==> config.mk <==
export PLATFORM = sky130hd
export DESIGN_NAME = mem_load_unit_flat
export DESIGN_NICKNAME = d
export VERILOG_FILES = /design/src/rtl/mem_load_unit_pkg.sv /design/src/rtl/mem_load_unit_if.sv /design/src/rtl/mem_load_unit_load_ext.sv /design/src/rtl/mem_load_unit.sv /design/src/flat_wrapper.sv
export SDC_FILE = /design/constraint.sdc
export NUM_CORES = 1
export LEC_CHECK = 0
export ABC_AREA = 1
export CAP_MARGIN = 20
export CORE_ASPECT_RATIO = 1.5
export CORE_UTILIZATION = 31
export CTS_BUF_LIST = sky130_fd_sc_hd__clkbuf_8
export CTS_CLUSTER_DIAMETER = 50
export DETAILED_ROUTE_END_ITERATION = 7
export GPL_TIMING_DRIVEN = 0
export PLACE_DENSITY = 0.66
export SYNTH_ARGS = -nofsm -noshare
export SYNTH_HDL_FRONTEND = slang
export SYNTH_SLANG_ARGS = --single-unit
==> constraint.sdc <==
create_clock -name clk -period 1.85 [get_ports clk]
set_input_delay 0.2775 -clock clk [delete_from_list [all_inputs] [get_ports clk]]
set_output_delay 0.2775 -clock clk [all_outputs]
set_load 0.02 [all_outputs]
==> src/rtl/mem_load_unit_pkg.sv <==
// Shared load-op codes, FSM state encoding and alignment helpers for the MEM-stage load unit.
package mem_load_unit_pkg;

  localparam logic [2:0] LDOP_LW  = 3'd0;
  localparam logic [2:0] LDOP_LH  = 3'd1;
  localparam logic [2:0] LDOP_LHU = 3'd2;
  localparam logic [2:0] LDOP_LB  = 3'd3;
  localparam logic [2:0] LDOP_LBU = 3'd4;

  typedef enum logic {
    ST_IDLE = 1'b0,
    ST_REQ  = 1'b1
  } state_e;

  // Codes 5-7 are unused by the decoder and fold onto LW.
  function automatic logic [2:0] norm_op(input logic [2:0] op);
    return (op > LDOP_LBU) ? LDOP_LW : op;
  endfunction

  function automatic logic misaligned(input logic [2:0] op, input logic [1:0] off);
    logic mis;
    case (norm_op(op))
      LDOP_LH, LDOP_LHU: mis = off[0];
      LDOP_LB, LDOP_LBU: mis = 1'b0;
      default:           mis = (off != 2'b00);
    endcase
    return mis;
  endfunction

endpackage

==> src/rtl/mem_load_unit_if.sv <==
// Data-memory read port between the load unit (master) and memory (slave).
// mem_req rises with a stable word address and holds, with mem_addr unchanged, until the
// cycle mem_ack is high; mem_rdata is valid only in that cycle and the master drops
// mem_req on the following edge. A request may be abandoned only by reset.
interface mem_load_unit_if;
  logic        mem_req;
  logic [31:0] mem_addr;
  logic        mem_ack;
  logic [31:0] mem_rdata;

  modport master (output mem_req, output mem_addr, input mem_ack, input mem_rdata);
  modport slave  (input mem_req, input mem_addr, output mem_ack, output mem_rdata);
endinterface

==> src/rtl/mem_load_unit_load_ext.sv <==
// Lane select and sign/zero extension of a returned little-endian word.
module load_ext
  import mem_load_unit_pkg::*;
(
  input  logic [2:0]  op,
  input  logic [1:0]  offset,
  input  logic [31:0] word,
  output logic [31:0] data
);

  logic [7:0]  byte_sel;
  logic [15:0] half_sel;

  always_comb begin
    case (offset)
      2'd0:    byte_sel = word[7:0];
      2'd1:    byte_sel = word[15:8];
      2'd2:    byte_sel = word[23:16];
      default: byte_sel = word[31:24];
    endcase
    half_sel = offset[1] ? word[31:16] : word[15:0];

    case (op)
      LDOP_LH:  data = {{16{half_sel[15]}}, half_sel};
      LDOP_LHU: data = {16'h0000, half_sel};
      LDOP_LB:  data = {{24{byte_sel[7]}}, byte_sel};
      LDOP_LBU: data = {24'h000000, byte_sel};
      default:  data = word;
    endcase
  end

endmodule

==> src/rtl/mem_load_unit.sv <==
// MEM-stage load unit: word read over req/ack, lane extract + extend, stall, AdEL and bus timeout.
module mem_load_unit
  import mem_load_unit_pkg::*;
#(
  parameter int TIMEOUT = 255,
  parameter int CNT_W   = 8
) (
  input  logic                clk,
  input  logic                rst_n,
  input  logic                ld_valid,
  input  logic [2:0]          ld_op,
  input  logic [31:0]         addr,
  input  logic [4:0]          ld_rd,
  input  logic                flush,
  mem_load_unit_if.master     mem,
  output logic                stall,
  output logic                wb_valid,
  output logic [4:0]          wb_rd,
  output logic [31:0]         wb_data,
  output logic                adel,
  output logic                bus_err,
  output logic [31:0]         badvaddr,
  output state_e              dbg_state
);

  localparam logic             TO_EN    = (TIMEOUT > 0);
  localparam logic [CNT_W-1:0] CNT_LAST = CNT_W'(TIMEOUT - 1);

  state_e            state_q, state_d;
  logic [2:0]        op_q, op_d;
  logic [1:0]        off_q, off_d;
  logic [4:0]        rd_q, rd_d;
  logic              kill_q, kill_d;
  logic [CNT_W-1:0]  cnt_q, cnt_d;
  logic              req_q, req_d;
  logic [31:0]       maddr_q, maddr_d;
  logic              wb_valid_q, wb_valid_d;
  logic [4:0]        wb_rd_q, wb_rd_d;
  logic [31:0]       wb_data_q, wb_data_d;
  logic              adel_q, adel_d;
  logic              bus_err_q, bus_err_d;
  logic [31:0]       badvaddr_q, badvaddr_d;

  logic [31:0]       ext_data;
  logic              ld_mis, accept, ld_adel, timeout_hit;

  load_ext u_load_ext (
    .op     (op_q),
    .offset (off_q),
    .word   (mem.mem_rdata),
    .data   (ext_data)
  );

  assign ld_mis      = misaligned(ld_op, addr[1:0]);
  assign accept      = (state_q == ST_IDLE) && ld_valid && !flush && !ld_mis;
  assign ld_adel     = (state_q == ST_IDLE) && ld_valid && !flush && ld_mis;
  // A late ack in the final allowed cycle still completes the load.
  assign timeout_hit = TO_EN && (state_q == ST_REQ) && (cnt_q == CNT_LAST) && !mem.mem_ack;

  always_ff @(posedge clk or negedge rst_n) begin
    if (!rst_n) begin
      state_q    <= ST_IDLE;
      op_q       <= LDOP_LW;
      off_q      <= 2'b00;
      rd_q       <= 5'd0;
      kill_q     <= 1'b0;
      cnt_q      <= '0;
      req_q      <= 1'b0;
      maddr_q    <= 32'h0;
      wb_valid_q <= 1'b0;
      wb_rd_q    <= 5'd0;
      wb_data_q  <= 32'h0;
      adel_q     <= 1'b0;
      bus_err_q  <= 1'b0;
      badvaddr_q <= 32'h0;
    end else begin
      state_q    <= state_d;
      op_q       <= op_d;
      off_q      <= off_d;
      rd_q       <= rd_d;
      kill_q     <= kill_d;
      cnt_q      <= cnt_d;
      req_q      <= req_d;
      maddr_q    <= maddr_d;
      wb_valid_q <= wb_valid_d;
      wb_rd_q    <= wb_rd_d;
      wb_data_q  <= wb_data_d;
      adel_q     <= adel_d;
      bus_err_q  <= bus_err_d;
      badvaddr_q <= badvaddr_d;
    end
  end

  always_comb begin
    state_d = state_q;
    case (state_q)
      ST_IDLE: if (accept) state_d = ST_REQ;
      ST_REQ:  if (mem.mem_ack || timeout_hit) state_d = ST_IDLE;
      default: state_d = ST_IDLE;
    endcase
  end

  always_comb begin
    op_d       = op_q;
    off_d      = off_q;
    rd_d       = rd_q;
    kill_d     = kill_q;
    cnt_d      = cnt_q;
    req_d      = req_q;
    maddr_d    = maddr_q;
    wb_valid_d = 1'b0;
    wb_rd_d    = wb_rd_q;
    wb_data_d  = wb_data_q;
    adel_d     = 1'b0;
    bus_err_d  = 1'b0;
    badvaddr_d = badvaddr_q;

    case (state_q)
      ST_IDLE: begin
        kill_d = 1'b0;
        if (accept) begin
          op_d    = norm_op(ld_op);
          off_d   = addr[1:0];
          rd_d    = ld_rd;
          cnt_d   = '0;
          req_d   = 1'b1;
          maddr_d = {addr[31:2], 2'b00};
        end
        if (ld_adel) begin
          adel_d     = 1'b1;
          badvaddr_d = addr;
        end
      end
      ST_REQ: begin
        cnt_d = cnt_q + 1'b1;
        if (flush) kill_d = 1'b1;
        if (mem.mem_ack) begin
          req_d  = 1'b0;
          kill_d = 1'b0;
          // A flush arriving together with the ack still suppresses write-back.
          if (!(kill_q || flush)) begin
            wb_valid_d = 1'b1;
            wb_rd_d    = rd_q;
            wb_data_d  = ext_data;
          end
        end else if (timeout_hit) begin
          req_d      = 1'b0;
          kill_d     = 1'b0;
          bus_err_d  = 1'b1;
          badvaddr_d = maddr_q;
        end
      end
      default: begin
        req_d  = 1'b0;
        kill_d = 1'b0;
      end
    endcase
  end

  assign stall        = accept || (state_q == ST_REQ);
  assign mem.mem_req  = req_q;
  assign mem.mem_addr = maddr_q;
  assign wb_valid     = wb_valid_q;
  assign wb_rd        = wb_rd_q;
  assign wb_data      = wb_data_q;
  assign adel         = adel_q;
  assign bus_err      = bus_err_q;
  assign badvaddr     = badvaddr_q;
  assign dbg_state    = state_q;

endmodule

==> src/flat_wrapper.sv <==
// flat-port wrapper written by rule: the top's interface ports become plain ports
module mem_load_unit_flat import mem_load_unit_pkg::*;
#(
  parameter int TIMEOUT = 255,
  parameter int CNT_W   = 8
)
  (clk, rst_n, ld_valid, ld_op, addr, ld_rd, flush, stall, wb_valid, wb_rd, wb_data, adel, bus_err, badvaddr, dbg_state, mem_mem_req, mem_mem_addr, mem_mem_ack, mem_mem_rdata);
  mem_load_unit_if mem_i ();
  input  logic clk;
  input  logic rst_n;
  input  logic ld_valid;
  input  logic [2:0] ld_op;
  input  logic [31:0] addr;
  input  logic [4:0] ld_rd;
  input  logic flush;
  output logic stall;
  output logic wb_valid;
  output logic [4:0] wb_rd;
  output logic [31:0] wb_data;
  output logic adel;
  output logic bus_err;
  output logic [31:0] badvaddr;
  output state_e dbg_state;
  output wire logic [$bits(mem_i.mem_req)-1:0] mem_mem_req;
  output wire logic [$bits(mem_i.mem_addr)-1:0] mem_mem_addr;
  input wire logic [$bits(mem_i.mem_ack)-1:0] mem_mem_ack;
  input wire logic [$bits(mem_i.mem_rdata)-1:0] mem_mem_rdata;
  assign mem_mem_req = mem_i.mem_req;
  assign mem_mem_addr = mem_i.mem_addr;
  assign mem_i.mem_ack = mem_mem_ack;
  assign mem_i.mem_rdata = mem_mem_rdata;
  mem_load_unit #(.TIMEOUT(TIMEOUT), .CNT_W(CNT_W)) u_core (.clk(clk), .rst_n(rst_n), .ld_valid(ld_valid), .ld_op(ld_op), .addr(addr), .ld_rd(ld_rd), .flush(flush), .mem(mem_i), .stall(stall), .wb_valid(wb_valid), .wb_rd(wb_rd), .wb_data(wb_data), .adel(adel), .bus_err(bus_err), .badvaddr(badvaddr), .dbg_state(dbg_state));
endmodule
---- Yosys cells after proc, flatten, opt, wreduce, memory -nomap -nowiden ----
Index checks and enable logic that the tools add are counted.
cells by class
  reductions and logical operators ........ 20
  equality and inequality tests ........... 17
  add/subtract/negate cells ............... 1
  bitwise gates (word level) .............. 2
  $lt $le $gt $ge ......................... 1
  mux-type cells .......................... 30
operators by type and width
  kind                                                   number
  case mux 32 bit (4 select lines)                       1
  two-way mux 32 bit                                     3
  case mux 32 bit (2 select lines)                       1
  case mux 8 bit (3 select lines)                        1
  two-way mux 1 bit                                      16
  two-way mux 16 bit                                     1
  case mux 8 bit (2 select lines)                        1
  == test 3 x 2 -> 1 bit (second input constant)         4
  adder 8 x 1 -> 8 bit (second input constant)           1
  == test 8 bit (second input constant)                  1
  two-way mux 8 bit                                      1
  case mux 1 bit (2 select lines)                        4
  == test 3 x 1 -> 1 bit (second input constant)         2
  == test 3 bit (second input constant)                  2
  logical AND 1 bit                                      6
  AND reduction 3 bit                                    2
  != test 2 x 1 -> 1 bit (second input constant)         2
  != test 2 bit (second input constant)                  2
  != test 4 bit (second input constant)                  1
  AND reduction 2 bit                                    2
  OR reduction 2 bit                                     2
  greater-than comparator 3 bit (second input constant)  1
  logical NOT 1 bit                                      3
  logical OR 1 bit                                       3
  7 further kinds                                        8
storage, ports and cells
  flip-flop bits (word level) ............. 123
  input port bits ......................... 77

---- Longest topological paths before layout ----
  depth after elaboration ................. 9
  gate-level depth with buffers ........... 10
  mapped depth without buffers ............ 9

---- By module ----
Synthesis repeated with hierarchy kept, for this count alone.
unflattened totals
  cell total of the unflattened synthesis .. 852
  area, all modules ....................... 6453.7 µm²
by module, submodules not included
  module         seq. area each (µm²)  times used  cells each  area an instance (µm²)
  mem_load_unit  3078.0                1           631         5308.8
  load_ext       0.0                   1           221         1144.8

---- Worst setup path before layout ----
OpenSTA, ideal clock, no wires.
  kind .................................... reg-to-output
  start point ............................. register u_core.state_q (netlist: u_core.dbg_state)
  end point ............................... output stall
  buffers on the path ..................... 2
  data required time ...................... 1572 ps
  arrival ................................. 1367 ps
  setup slack ............................. 206 ps
  stages on the path, launching flop included .. 8
  path through ............................ dfrtp_1 -> buf_2 -> inv_2 -> nand2_1 -> nor2_2 -> nand2_2 -> buf_2 -> nand2_1
between the ends
  longest elaborated chain between the ends .. 5
ends and longest elaborated chain
  what                            RTL line              source
  from (decl)                     mem_load_unit.sv:29   state_e state_q, state_d;
  from (signal assigned)          mem_load_unit.sv:77   state_q <= state_d;
  NOT 1 bit (no source line)      -
  logical AND 1 bit (3 in a row)  mem_load_unit.sv:55   assign accept = (state_q == ST_IDLE) && ld_valid && !flush && !ld_mis;
  logical OR 1 bit (*)            mem_load_unit.sv:160  assign stall = accept || (state_q == ST_REQ);
  to (decl)                       flat_wrapper.sv:16    output logic stall;
Mark *: on every way between the ends. The rest lies on a longest branch, timed or not.

---- Worst setup path in the final report ----
  start point ............................. input addr[0]
  end point ............................... output stall
between the ends
  longest elaborated chain between the ends .. 5
ends and longest elaborated chain
  what                                 RTL line                 source
  from (decl)                          flat_wrapper.sv:13       input logic [31:0] addr;
  nonzero test 2 bit                   mem_load_unit_pkg.sv:25  default: mis = (off != 2'b00);
  case mux 1 bit (2 select lines) (*)  mem_load_unit_pkg.sv:22  case (norm_op(op))
  logical NOT 1 bit (*)                mem_load_unit.sv:55
  logical AND 1 bit (*)                mem_load_unit.sv:55
  logical OR 1 bit (*)                 mem_load_unit.sv:160
Marked as above.

==> flow_summary.json <==
{
  "outcome": "finished, final reports clean",
  "root_buffer": "clkbuf_8",
  "place_inst": 1313,
  "num_antenna_cells": 0,
  "grtUsageTotal_pct": 19.3,
  "io_buffers": 181,
  "synth_mux_area_share_pct": 0,
  "slew_viol_final": 0,
  "start_util_pct": 31.9,
  "dpl_cell_area_um2": 8540,
  "io_pins": 184,
  "grt_pass1_vias": 6222,
  "gp_congestion": 0.916,
  "route.detailed.drc": 0,
  "fin_crit_sh_pct": 95.7,
  "clock_latency_ns": 0.44,
  "setup.worst_path.start": "addr[0]",
  "first_iter_violations": 276,
  "cts.reportedPaths.clkPinSlew_ns": 0.07,
  "worst_pin_slew_ns": 0.534,
  "clockBufferDepth": 2,
  "cts_made_buffers": 17,
  "fin_area_um2": 9000,
  "grt_pass1_wl_um": 31600,
  "end_kind": "primary output",
  "grt_max_degree": 75,
  "htree_num_levels": 4,
  "synth_top_family_by_area": "simple AND/OR/NAND/NOR gates",
  "seqCellArea_um2": 3080,
  "wirelength_um": 19800,
  "yosysSeqAreaShare_pct": 48.3,
  "worst_ep_arrival_time_ns": 1.49,
  "netlist_top_cells_area": "dfrtp_1 (48%), nand2_1 (19%), o21ai_0 (6.2%)",
  "power.share.clock_pct": 20.0,
  "irDropWorstVdd_uv": 596,
  "num-fill-cells": 2110,
  "avgSynthCellArea_um2": 7.32,
  "coreArea_um2": 19900,
  "dp_hpwl_um": 14900,
  "r2r_start": "u_core.cnt_q[0]",
  "switchingPower_mw": 4.32,
  "final_core_util_pct": 45.1,
  "multi_input_area_um2": 2810,
  "antenna_found_initial": 0,
  "p_int_mw": 6.90,
  "avgViaCountPerCell": 4.66,
  "rsz0062_at_grt": "true",
  "final_cell_mix": "nand2_1 (324), clkdlybuf4s50_1 (179), dfrtp_1 (123), nor2_1 (95), o21ai_0 (79)",
  "clock_skew_ns": 0.0118,
  "die_area_um2": 21100,
  "finalNonFillerCells": 1349,
  "drive_gt1_share_pct": 10.6,
  "grt-ovfl-total": 0,
  "drt_pass1_iterations": 5,
  "reg2regPathDepth": 8,
  "p_leak_nw": 4.37,
  "combPwrFrac_pct": 43.6,
  "yosysTopAreaCell": "dfrtp_1",
  "power.share.switching_pct": 38.5,
  "yosys_warnings": 0,
  "die_w_um": 119,
  "area.growth.synth_to_final_pct": 41.2,
  "netlist_area_um2": 6370,
  "synth-simple-area-share_pct": 36.1,
  "fin_setup_tns_ns": 0,
  "synth-compound-area-share_pct": 6.79,
  "ys_ff_latch": 123,
  "clock-sinks": 123,
  "ant_nets": 0,
  "die_y_um": 178,
  "num_rows": 63,
  "min_period_ns": 1.77,
  "synth_cells": 870,
  "power_density_nw_per_um2": 1250,
  "synthAdderAreaFrac_pct": 0.393,
  "power_mw": 11.2,
  "cap_violations": 0,
  "crit_type": "in -> out",
  "holdCritPathClass": "in -> async",
  "synthXorXnorAreaFrac_pct": 0.137,
  "required_ns": 1.57,
  "cts_tree": "yes",
  "slew_headroom_pct": 64.4,
  "critical_path.max_fanout": 4,
  "hold_viol": 0,
  "wire_per_inst_um": 14.7,
  "power_frac_seq_pct": 36.3,
  "finalSetupViolCount": 0,
  "startpoint_type": "primary input",
  "fmax_mhz": 565,
  "nets": 1156,
  "final_common_cell": "nand2_1",
  "synth_top_area_share_pct": 48.3,
  "vias": 6289,
  "synth_cell_types": 32
}
==> final timing paths <==
check                                     endpoint  slack (ns)
worst max-delay path                         stall        0.08
worst min-delay path            u_core.wb_data[17]        0.34
worst max register to register  u_core.badvaddr[6]        0.12
worst min register to register     u_core.wb_rd[0]        0.47
max in group asynchronous       u_core.badvaddr[1]        0.77
min in group clk                    u_core.rd_q[0]        0.39
==> critical path, cell delays in order <==
cell and delay [ns]:
clkdlybuf4s50_1 0.46, inv_1 0.10, o21ai_2 0.22, nand3_2 0.17, nand2_8 0.09, nand2_2 0.05, buf_6 0.13
==> what timing repair did <==
item	4_1_cts	5_1_grt
buffers inserted	3	2
setup endpoints to repair	19	21
hold buffers	1	0
resized for setup	16	7
hold endpoints to repair	49	0
pin swaps	1	3
==> state kept, by name, summed over array words and instances, names as in the netlist <==
signal,count
u_core.off_q,2
u_core.wb_valid,1
u_core.bus_err,1
u_core.adel,1
u_core.dbg_state,1
u_core.mem.mem_req,1
u_core.wb_rd,5
u_core.kill_q,1
u_core.op_q,3
u_core.badvaddr,32
u_core.wb_data,32
u_core.rd_q,5
u_core.cnt_q,8
u_core.mem.mem_addr,30
==> cell type report <==
type | instances | share of cell area, %
clock inverter | 13 | 1.27
clock buffer | 18 | 2.75
buffer | 45 | 2.93
timing repair buffer | 188 | 21.0
tap | 260 | 3.62
inverter | 71 | 3.02
multi-input combinational | 631 | 31.2
sequential | 123 | 34.2
==> cells in the mapped netlist (all sizes together) <==
cell type	n
dfrtp	123
nor2	119
clkbuf	14
inv	69
buf	32
nand2	331
xor2	1
or2	4
o21ai	82
o211ai	1
nor3	4
nand3	80
conb	1
clkinv	2
nand4	2
ha	2
a21oi	3
==> power by group through the flow <==
stage,clock [mW],combinational (mW),sequential (mW)
after floorplan,0,1.70,4.96
after global placement,0,4.86,4.10
after detailed placement,0,4.91,4.12
after CTS,2.32,4.95,4.09
after global routing,2.44,5.32,4.19
final,2.25,4.90,4.08
==> routing by layer <==
| metal | track usage (%) | share of wire (%) | vias up |
|---|---|---|---|
| li1 | - | - | 3121 |
| met1 | 21.1 | 40 | 2925 |
| met2 | 35.1 | 51 | 218 |
| met3 | 5.72 | 7.4 | 25 |
| met4 | 7.17 | 1.8 | 0 |
| met5 | 0 | 0 | - |
==> stage by stage <==
| step | setup slack (ns) | hold slack [ns] |
|---|---|---|
| detailed placement | -0.789 | 0.258 |
| floorplan | 0.206 | -0.0181 |
| finish | 0.0790 | 0.340 |
| global placement | -4.64 | 0.454 |
| CTS | 0.00704 | 0.330 |
| global route | -0.0164 | 0.358 |
==> cell families (layout without fill, tap and decap cells) <==
group,after synthesis,after routing
xor gates and xnor gates,1,1
DFF,123,123
AOI/OAI and AO/OA,86,86
other,1,2
and+or+nand+nor,540,540
buffers and inverters,117,335
adders and majority gates,2,2
No activity file was read; power rests on OpenSTA's default activity.
